[config.mk]
export PLATFORM = sky130hd
export DESIGN_NAME = bus_port_router
export DESIGN_NICKNAME = d
export VERILOG_FILES = /design/src/rtl/bus_port_pkg.sv /design/src/rtl/bus_port_fifo.sv /design/src/rtl/bus_port_router.sv
export SDC_FILE = /design/constraint.sdc
export NUM_CORES = 1
export LEC_CHECK = 0
export CAP_MARGIN = 20
export CORE_MARGIN = 4
export CORE_UTILIZATION = 60
export CTS_CLUSTER_SIZE = 28
export DETAILED_ROUTE_END_ITERATION = 7
export PLACE_DENSITY = 0.86
export SETUP_SLACK_MARGIN = 0.5
export SYNTH_ARGS = -nofsm -noshare
export SYNTH_HDL_FRONTEND = slang
export SYNTH_HIERARCHICAL = 1
export SYNTH_SLANG_ARGS = --single-unit
[constraint.sdc]
create_clock -name clk -period 12.7 [get_ports clk]
set_input_delay 3.81 -clock clk [delete_from_list [all_inputs] [get_ports clk]]
set_output_delay 3.81 -clock clk [all_outputs]
set_load 0.02 [all_outputs]
[src/rtl/bus_port_pkg.sv]
// Shared constants, default entry layout and a saturating-increment helper
// used by the bus port router and its FIFO.
package bus_port_pkg;

    localparam int BUS_DATA_W    = 32;
    localparam int BUS_NUM_PORTS = 8;
    localparam int BUS_PORT_W    = $clog2(BUS_NUM_PORTS);

    // Default-width entry; the router re-declares the same layout at its own widths.
    typedef struct packed {
        logic [BUS_PORT_W-1:0] port;
        logic [BUS_DATA_W-1:0] data;
    } bus_entry_t;

    function automatic logic [31:0] sat_inc(input logic [31:0] value, input logic [31:0] max);
        logic [31:0] res_s;
        if (value >= max) begin
            res_s = max;
        end else begin
            res_s = value + 32'd1;
        end
        return res_s;
    endfunction

endpackage

[src/rtl/bus_port_fifo.sv]
// Generic synchronous FIFO with wrap-around pointers for any DEPTH >= 2.
// Push while full and pop while empty are ignored.
module bus_port_fifo #(
    parameter int WIDTH = 36,
    parameter int DEPTH = 4
) (
    input  logic                       clk,
    input  logic                       rst,
    input  logic                       push,
    input  logic                       pop,
    input  logic [WIDTH-1:0]           wdata,
    output logic [WIDTH-1:0]           rdata,
    output logic [$clog2(DEPTH+1)-1:0] count,
    output logic                       full,
    output logic                       empty
);
    import bus_port_pkg::*;

    localparam int CW = $clog2(DEPTH + 1);
    localparam int AW = $clog2(DEPTH);

    logic [WIDTH-1:0] mem_r [DEPTH];
    logic [AW-1:0]    wptr_r;
    logic [AW-1:0]    rptr_r;
    logic [CW-1:0]    count_r;
    logic             do_push_s;
    logic             do_pop_s;
    logic [AW-1:0]    wptr_next_s;
    logic [AW-1:0]    rptr_next_s;

    assign full  = (count_r == CW'(DEPTH));
    assign empty = (count_r == CW'(0));
    assign count = count_r;
    assign rdata = mem_r[rptr_r];

    // Qualify requests and compute wrapped pointer successors.
    always_comb begin
        do_push_s = push && !full;
        do_pop_s  = pop && !empty;
        if (wptr_r == AW'(DEPTH - 1)) begin
            wptr_next_s = '0;
        end else begin
            wptr_next_s = wptr_r + AW'(1);
        end
        if (rptr_r == AW'(DEPTH - 1)) begin
            rptr_next_s = '0;
        end else begin
            rptr_next_s = rptr_r + AW'(1);
        end
    end

    // Storage, pointers and occupancy.
    always_ff @(posedge clk or posedge rst) begin
        if (rst) begin
            for (int i = 0; i < DEPTH; i++) begin
                mem_r[i] <= '0;
            end
            wptr_r  <= '0;
            rptr_r  <= '0;
            count_r <= '0;
        end else begin
            if (do_push_s) begin
                mem_r[wptr_r] <= wdata;
                wptr_r        <= wptr_next_s;
            end
            if (do_pop_s) begin
                rptr_r <= rptr_next_s;
            end
            case ({do_push_s, do_pop_s})
                2'b10:   count_r <= count_r + CW'(1);
                2'b01:   count_r <= count_r - CW'(1);
                default: count_r <= count_r;
            endcase
        end
    end

endmodule

[src/rtl/bus_port_router.sv]
// Routes buffered {port, data} transactions in order to one of NUM_PORTS
// output channels and keeps per-port delivery, bad-port and coverage counters.
module bus_port_router
    import bus_port_pkg::*;
#(
    parameter int DATA_W    = BUS_DATA_W,
    parameter int NUM_PORTS = BUS_NUM_PORTS,
    // Derived from NUM_PORTS; leave at its default.
    parameter int PORT_W    = $clog2(NUM_PORTS),
    parameter int DEPTH     = 4,
    parameter int CNT_W     = 16
) (
    input  logic                       clk,
    input  logic                       rst,
    input  logic                       in_valid,
    output logic                       in_ready,
    input  logic [DATA_W-1:0]          in_data,
    input  logic [PORT_W-1:0]          in_port,
    output logic [NUM_PORTS-1:0]       out_valid,
    input  logic [NUM_PORTS-1:0]       out_ready,
    output logic [DATA_W-1:0]          out_data,
    input  logic                       clr_counts,
    output logic [NUM_PORTS*CNT_W-1:0] hit_count,
    output logic [CNT_W-1:0]           bad_port_count,
    output logic                       all_hit,
    output logic [$clog2(DEPTH+1)-1:0] fifo_count
);

    localparam int                CW          = $clog2(DEPTH + 1);
    localparam logic [PORT_W:0]   NUM_PORTS_L = (PORT_W + 1)'(NUM_PORTS);
    localparam logic [31:0]       CNT_MAX     = 32'((64'd1 << CNT_W) - 64'd1);

    typedef struct packed {
        logic [PORT_W-1:0] port;
        logic [DATA_W-1:0] data;
    } entry_t;

    entry_t                 wr_entry_s;
    entry_t                 head_s;
    logic                   accept_s;
    logic                   port_ok_s;
    logic                   push_s;
    logic                   pop_s;
    logic                   bad_s;
    logic                   full_s;
    logic                   empty_s;
    logic [CW-1:0]          count_s;
    logic [CW-1:0]          count_next_s;
    logic [NUM_PORTS-1:0]   out_valid_s;
    logic                   all_nz_s;
    logic [CNT_W-1:0]       hit_next_s [NUM_PORTS];
    logic [CNT_W-1:0]       bad_next_s;
    logic [CNT_W-1:0]       hit_r [NUM_PORTS];
    logic [CNT_W-1:0]       bad_r;
    logic                   all_hit_r;
    logic                   in_ready_r;
    logic [DATA_W-1:0]      last_data_r;

    bus_port_fifo #(
        .WIDTH ($bits(entry_t)),
        .DEPTH (DEPTH)
    ) u_fifo (
        .clk   (clk),
        .rst   (rst),
        .push  (push_s),
        .pop   (pop_s),
        .wdata (wr_entry_s),
        .rdata (head_s),
        .count (count_s),
        .full  (full_s),
        .empty (empty_s)
    );

    // Input handshake classification; out-of-range ports are consumed but dropped.
    always_comb begin
        accept_s        = in_valid && in_ready_r;
        port_ok_s       = ({1'b0, in_port} < NUM_PORTS_L);
        push_s          = accept_s && port_ok_s && !full_s;
        bad_s           = accept_s && !port_ok_s;
        wr_entry_s.port = in_port;
        wr_entry_s.data = in_data;
    end

    // One-hot head decode and pop on the head port's handshake.
    always_comb begin
        out_valid_s = '0;
        if (!empty_s) begin
            for (int p = 0; p < NUM_PORTS; p++) begin
                out_valid_s[p] = (head_s.port == PORT_W'(p));
            end
        end else begin
            out_valid_s = '0;
        end
        pop_s = !empty_s && (|(out_valid_s & out_ready));
    end

    // Occupancy after this edge, so in_ready can be registered without an out_ready path.
    always_comb begin
        case ({push_s, pop_s})
            2'b10:   count_next_s = count_s + CW'(1);
            2'b01:   count_next_s = count_s - CW'(1);
            default: count_next_s = count_s;
        endcase
    end

    // Next counter values; clear takes priority over any increment.
    always_comb begin
        all_nz_s = 1'b1;
        for (int p = 0; p < NUM_PORTS; p++) begin
            all_nz_s = all_nz_s & (|hit_r[p]);
            if (clr_counts) begin
                hit_next_s[p] = '0;
            end else if (pop_s && out_valid_s[p]) begin
                hit_next_s[p] = CNT_W'(sat_inc(32'(hit_r[p]), CNT_MAX));
            end else begin
                hit_next_s[p] = hit_r[p];
            end
        end
        if (clr_counts) begin
            bad_next_s = '0;
        end else if (bad_s) begin
            bad_next_s = CNT_W'(sat_inc(32'(bad_r), CNT_MAX));
        end else begin
            bad_next_s = bad_r;
        end
    end

    // Counter, coverage flag, readiness and last-delivered-data registers.
    always_ff @(posedge clk or posedge rst) begin
        if (rst) begin
            for (int p = 0; p < NUM_PORTS; p++) begin
                hit_r[p] <= '0;
            end
            bad_r       <= '0;
            all_hit_r   <= 1'b0;
            in_ready_r  <= 1'b0;
            last_data_r <= '0;
        end else begin
            for (int p = 0; p < NUM_PORTS; p++) begin
                hit_r[p] <= hit_next_s[p];
            end
            bad_r      <= bad_next_s;
            all_hit_r  <= all_nz_s;
            in_ready_r <= (count_next_s < CW'(DEPTH));
            if (pop_s) begin
                last_data_r <= head_s.data;
            end
        end
    end

    // Output mapping; out_data keeps the last delivered value while empty.
    always_comb begin
        for (int p = 0; p < NUM_PORTS; p++) begin
            hit_count[p*CNT_W +: CNT_W] = hit_r[p];
        end
        if (empty_s) begin
            out_data = last_data_r;
        end else begin
            out_data = head_s.data;
        end
        out_valid      = out_valid_s;
        in_ready       = in_ready_r;
        bad_port_count = bad_r;
        all_hit        = all_hit_r;
        fifo_count     = count_s;
    end

endmodule

==> flow_metrics.tcl <==
set metrics [dict create \
    status "completed" \
    cp_max_fo 37 \
    max_stage_delay_ns 0.73 \
    rsz0062_at_grt "no" \
    netlist_top_cells_area "dfrtp_1 (47%), mux2_2 (12%), mux4_2 (4.8%)" \
    clk_pin_slew_worst_paths_ns 0.06 \
    fin_crit_ns 7.17 \
    vias_per_cell 6.58 \
    preCtsSetupSlack_ns 6.03 \
    overflow 0 \
    setup-tns-final_ns 0 \
    netlist_instances 1427 \
    wl_per_cell_um 21.2 \
    stdcell_count 2003 \
    use_met1_pct 36.9 \
    first_iter_violations 1354 \
    grt-busiest-layer "met2" \
    postPlaceCellArea_sq_um 18600 \
    max_slew_margin_pct 36.6 \
    crit_end "out_valid[1]" \
    hold_viol 0 \
    setup_violations 0 \
    clockBufferDepth 3 \
    yosysWarnings 6 \
    cp_slowest_cell "or4b_1" \
    reg2reg_to "u_fifo/count[2]" \
    drive_gt1_share_pct 19.3 \
    die_x_um 173 \
    grt_max_degree 92 \
    period_share_pct 56.4 \
    drt_wl_total_um 42400 \
    worstSetupStartpointType "register" \
    finalClockSkew_ns 0.0146 \
    rows 60 \
    groute.usage.overall_pct 27.8 \
    cp.depth 5 \
    async_flop_share_pct 100 \
    numClockSinks 309 \
    die_area_sq_um 29900 \
    initial_core_util_pct 60.8 \
    portBuffers 219 \
    clock_latency_ns 0.51 \
    max_cap_viol_count 0 \
    drc 0 \
    crit_start "u_fifo/rptr_r[1]" \
    cellLeakagePower_nw 7.83 \
    ant_nets 0 \
    path_cells "buf_4, mux4_2, or4b_1, inv_2, clkdlybuf4s50_1" \
    synth_cell_types 75 \
    cts.hold.buffers_added 0 \
    area_growth_pct 22.0 \
    required_ns 8.89 \
    cp_num_buf_inv 3 \
    crit_type "register to output port" \
    max_clock_freq_ghz 0.139 \
    netlist_area_sq_um 16300 \
    dr.pass1.iters 6 \
    ys.flop_type "dfrtp_1" \
    yosysSeqAreaShare_pct 47.5 \
    power.density_nw_per_um2 231 \
    diodes 0 \
    synth_edf_count 0 \
    finalWorstSetupSlack_ns 5.53 \
    drv_slew 0 \
    ir_drop_mv 0.220 \
    antenna_found_initial 3 \
    ctsResizeCount 0 \
    crit_arrival_ns 3.36 \
    rr_worst_depth 15 \
    fillers 1776 \
    design.core.area_sq_um 26800 \
    finalNetCount 1709 \
    hold_class "register to register" \
    grt_use_met3_pct 6.03 \
    synth.avg_cell_area_sq_um 11.4 \
    r2r_slack_ns 8.23 \
    path_delay_family "buffers and inverters" \
    ys_ff_latch 309 \
    num_io_pins 236 \
    place_inst 1941 \
    reg2reg_from "u_fifo/rptr_r[1]" \
    cts_root_buf "clkbuf_16" \
    die_y_um 173 \
    synth_most_common_cell "dfrtp_1" \
    endpoint_kind "output port" \
    synth_top_area_cell "dfrtp_1" \
    post-cts-setup-buffers 0 \
    grt_use_met2_pct 46.5 \
    h-tree-depth 2 \
    dp_hpwl_um 27900 \
    synthTopCellsByCount "dfrtp_1 (309), mux2_2 (176), inv_1 (83), nor3_1 (74), nor2_1 (71)" \
    vias 13200 \
    worst_pin_slew_ns 0.951 \
    gp_congestion 0.938 \
    grt_pass1_vias 13000 \
    grt_pass1_wl_um 69000 \
    numCtsBuffers 34 \
    final_area_sq_um 19900 \
    cts_tree "built" \
    synth_top_area_share_pct 47.5 \
]
==> per-layer routing <==
| metal | vias to the layer above | wire, um | part of all wire, % |
|---|---|---|---|
| met5 | - | 45 | 0.11 |
| met2 | 626 | 20500 | 48 |
| met1 | 6600 | 17200 | 41 |
| met4 | 6 | 1230 | 2.9 |
| met3 | 96 | 3460 | 8.2 |
| li1 | 5852 | - | - |
==> state kept, by name, summed over array words and instances (netlist names) <==
register	count
u_fifo/mem_r	140
hit_count	128
last_data_r	32
u_fifo/count	3
u_fifo/rptr_r	2
u_fifo/wptr_r	2
all_hit	1
in_ready	1
==> metrics by stage <==
step / power, mW / hold WS, ns / utilization [%]
after floorplan: 2.89 / 0.452 / -
after global placement: 3.46 / 0.461 / 69.6
after detailed placement: 3.55 / 0.471 / 69.6
after CTS: 4.63 / 0.487 / 74.1
after global routing: 4.85 / 0.496 / 74.2
final: 4.60 / 0.481 / 74.2
==> how the worst min path moves through the flow <==
stage,start,to,slack (ns),cells after the start
final,last_data_r[23],last_data_r[23],0.48,1
after floorplan,last_data_r[0],last_data_r[0],0.45,1
after global routing,last_data_r[23],last_data_r[23],0.50,1
after detailed placement,last_data_r[18],last_data_r[18],0.47,1
after global placement,last_data_r[5],last_data_r[5],0.46,1
after CTS,last_data_r[23],last_data_r[23],0.49,1
==> worst reg2reg max path, cell delays in order, from the launching register on <==
cell	delay (ns)
dfrtp_1	0.33
buf_4	0.47
mux4_2	0.53
or4b_1	0.73
inv_2	0.18
a22oi_1	0.17
nand4_2	0.10
buf_4	0.47
nand2b_1	0.25
inv_1	0.10
ha_1	0.17
inv_1	0.07
fa_1	0.39
xor2_1	0.15
nor2_1	0.11
xor2_1	0.17
==> power breakdown <==
group          internal [mW]  switching, mW  leakage (nW)
clock network          0.649          0.396         0.593
registers               1.31          0.182          3.97
logic                   1.04           1.03          3.26
total                   3.00           1.61          7.83
==> area by class of cell <==
| class | count | area, sq um | share of cell area (%) |
|---|---|---|---|
| Multi-Input combinational cell | 967 | 7820 | 39.4 |
| Timing Repair Buffer | 239 | 2360 | 11.9 |
| Clock buffer | 53 | 1090 | 5.46 |
| Tap cell | 341 | 427 | 2.15 |
| Clock inverter | 8 | 118 | 0.592 |
| Sequential cell | 309 | 7730 | 38.9 |
| Inverter | 86 | 333 | 1.67 |
==> layout by cell type (no fill, tap or decap), types with 37 or more instances in the layout <==
| cell | synthesis | final |
|---|---|---|
| inv_1 | 83 | 81 |
| mux2_2 | 176 | 176 |
| a21oi_1 | 48 | 48 |
| nor2_1 | 71 | 71 |
| clkbuf_16 | 0 | 37 |
| nor4_1 | 51 | 51 |
| clkdlybuf4s50_1 | 0 | 218 |
| nor3_1 | 74 | 73 |
| dfrtp_1 | 309 | 308 |
| nand4_1 | 50 | 50 |
| nand3_1 | 37 | 37 |
| nand2_1 | 49 | 49 |
==> cell families (layout without fill, tap and decap cells) <==
kind of cell             Yosys count  after routing  synth area share, %
AO/OA/AOI/OAI                    228            228                 9.79
other                              1             16               0.0230
buffers and inverters            166            386                 5.01
XOR/XNOR                           5              5                0.269
adder cells (fa/ha/maj)           25             25                 1.97
flip-flops                       309            309                 47.5
multiplexers                     246            246                 19.4
AND/OR/NAND/NOR                  447            447                 16.1
Power figures use the tool's default switching activity.
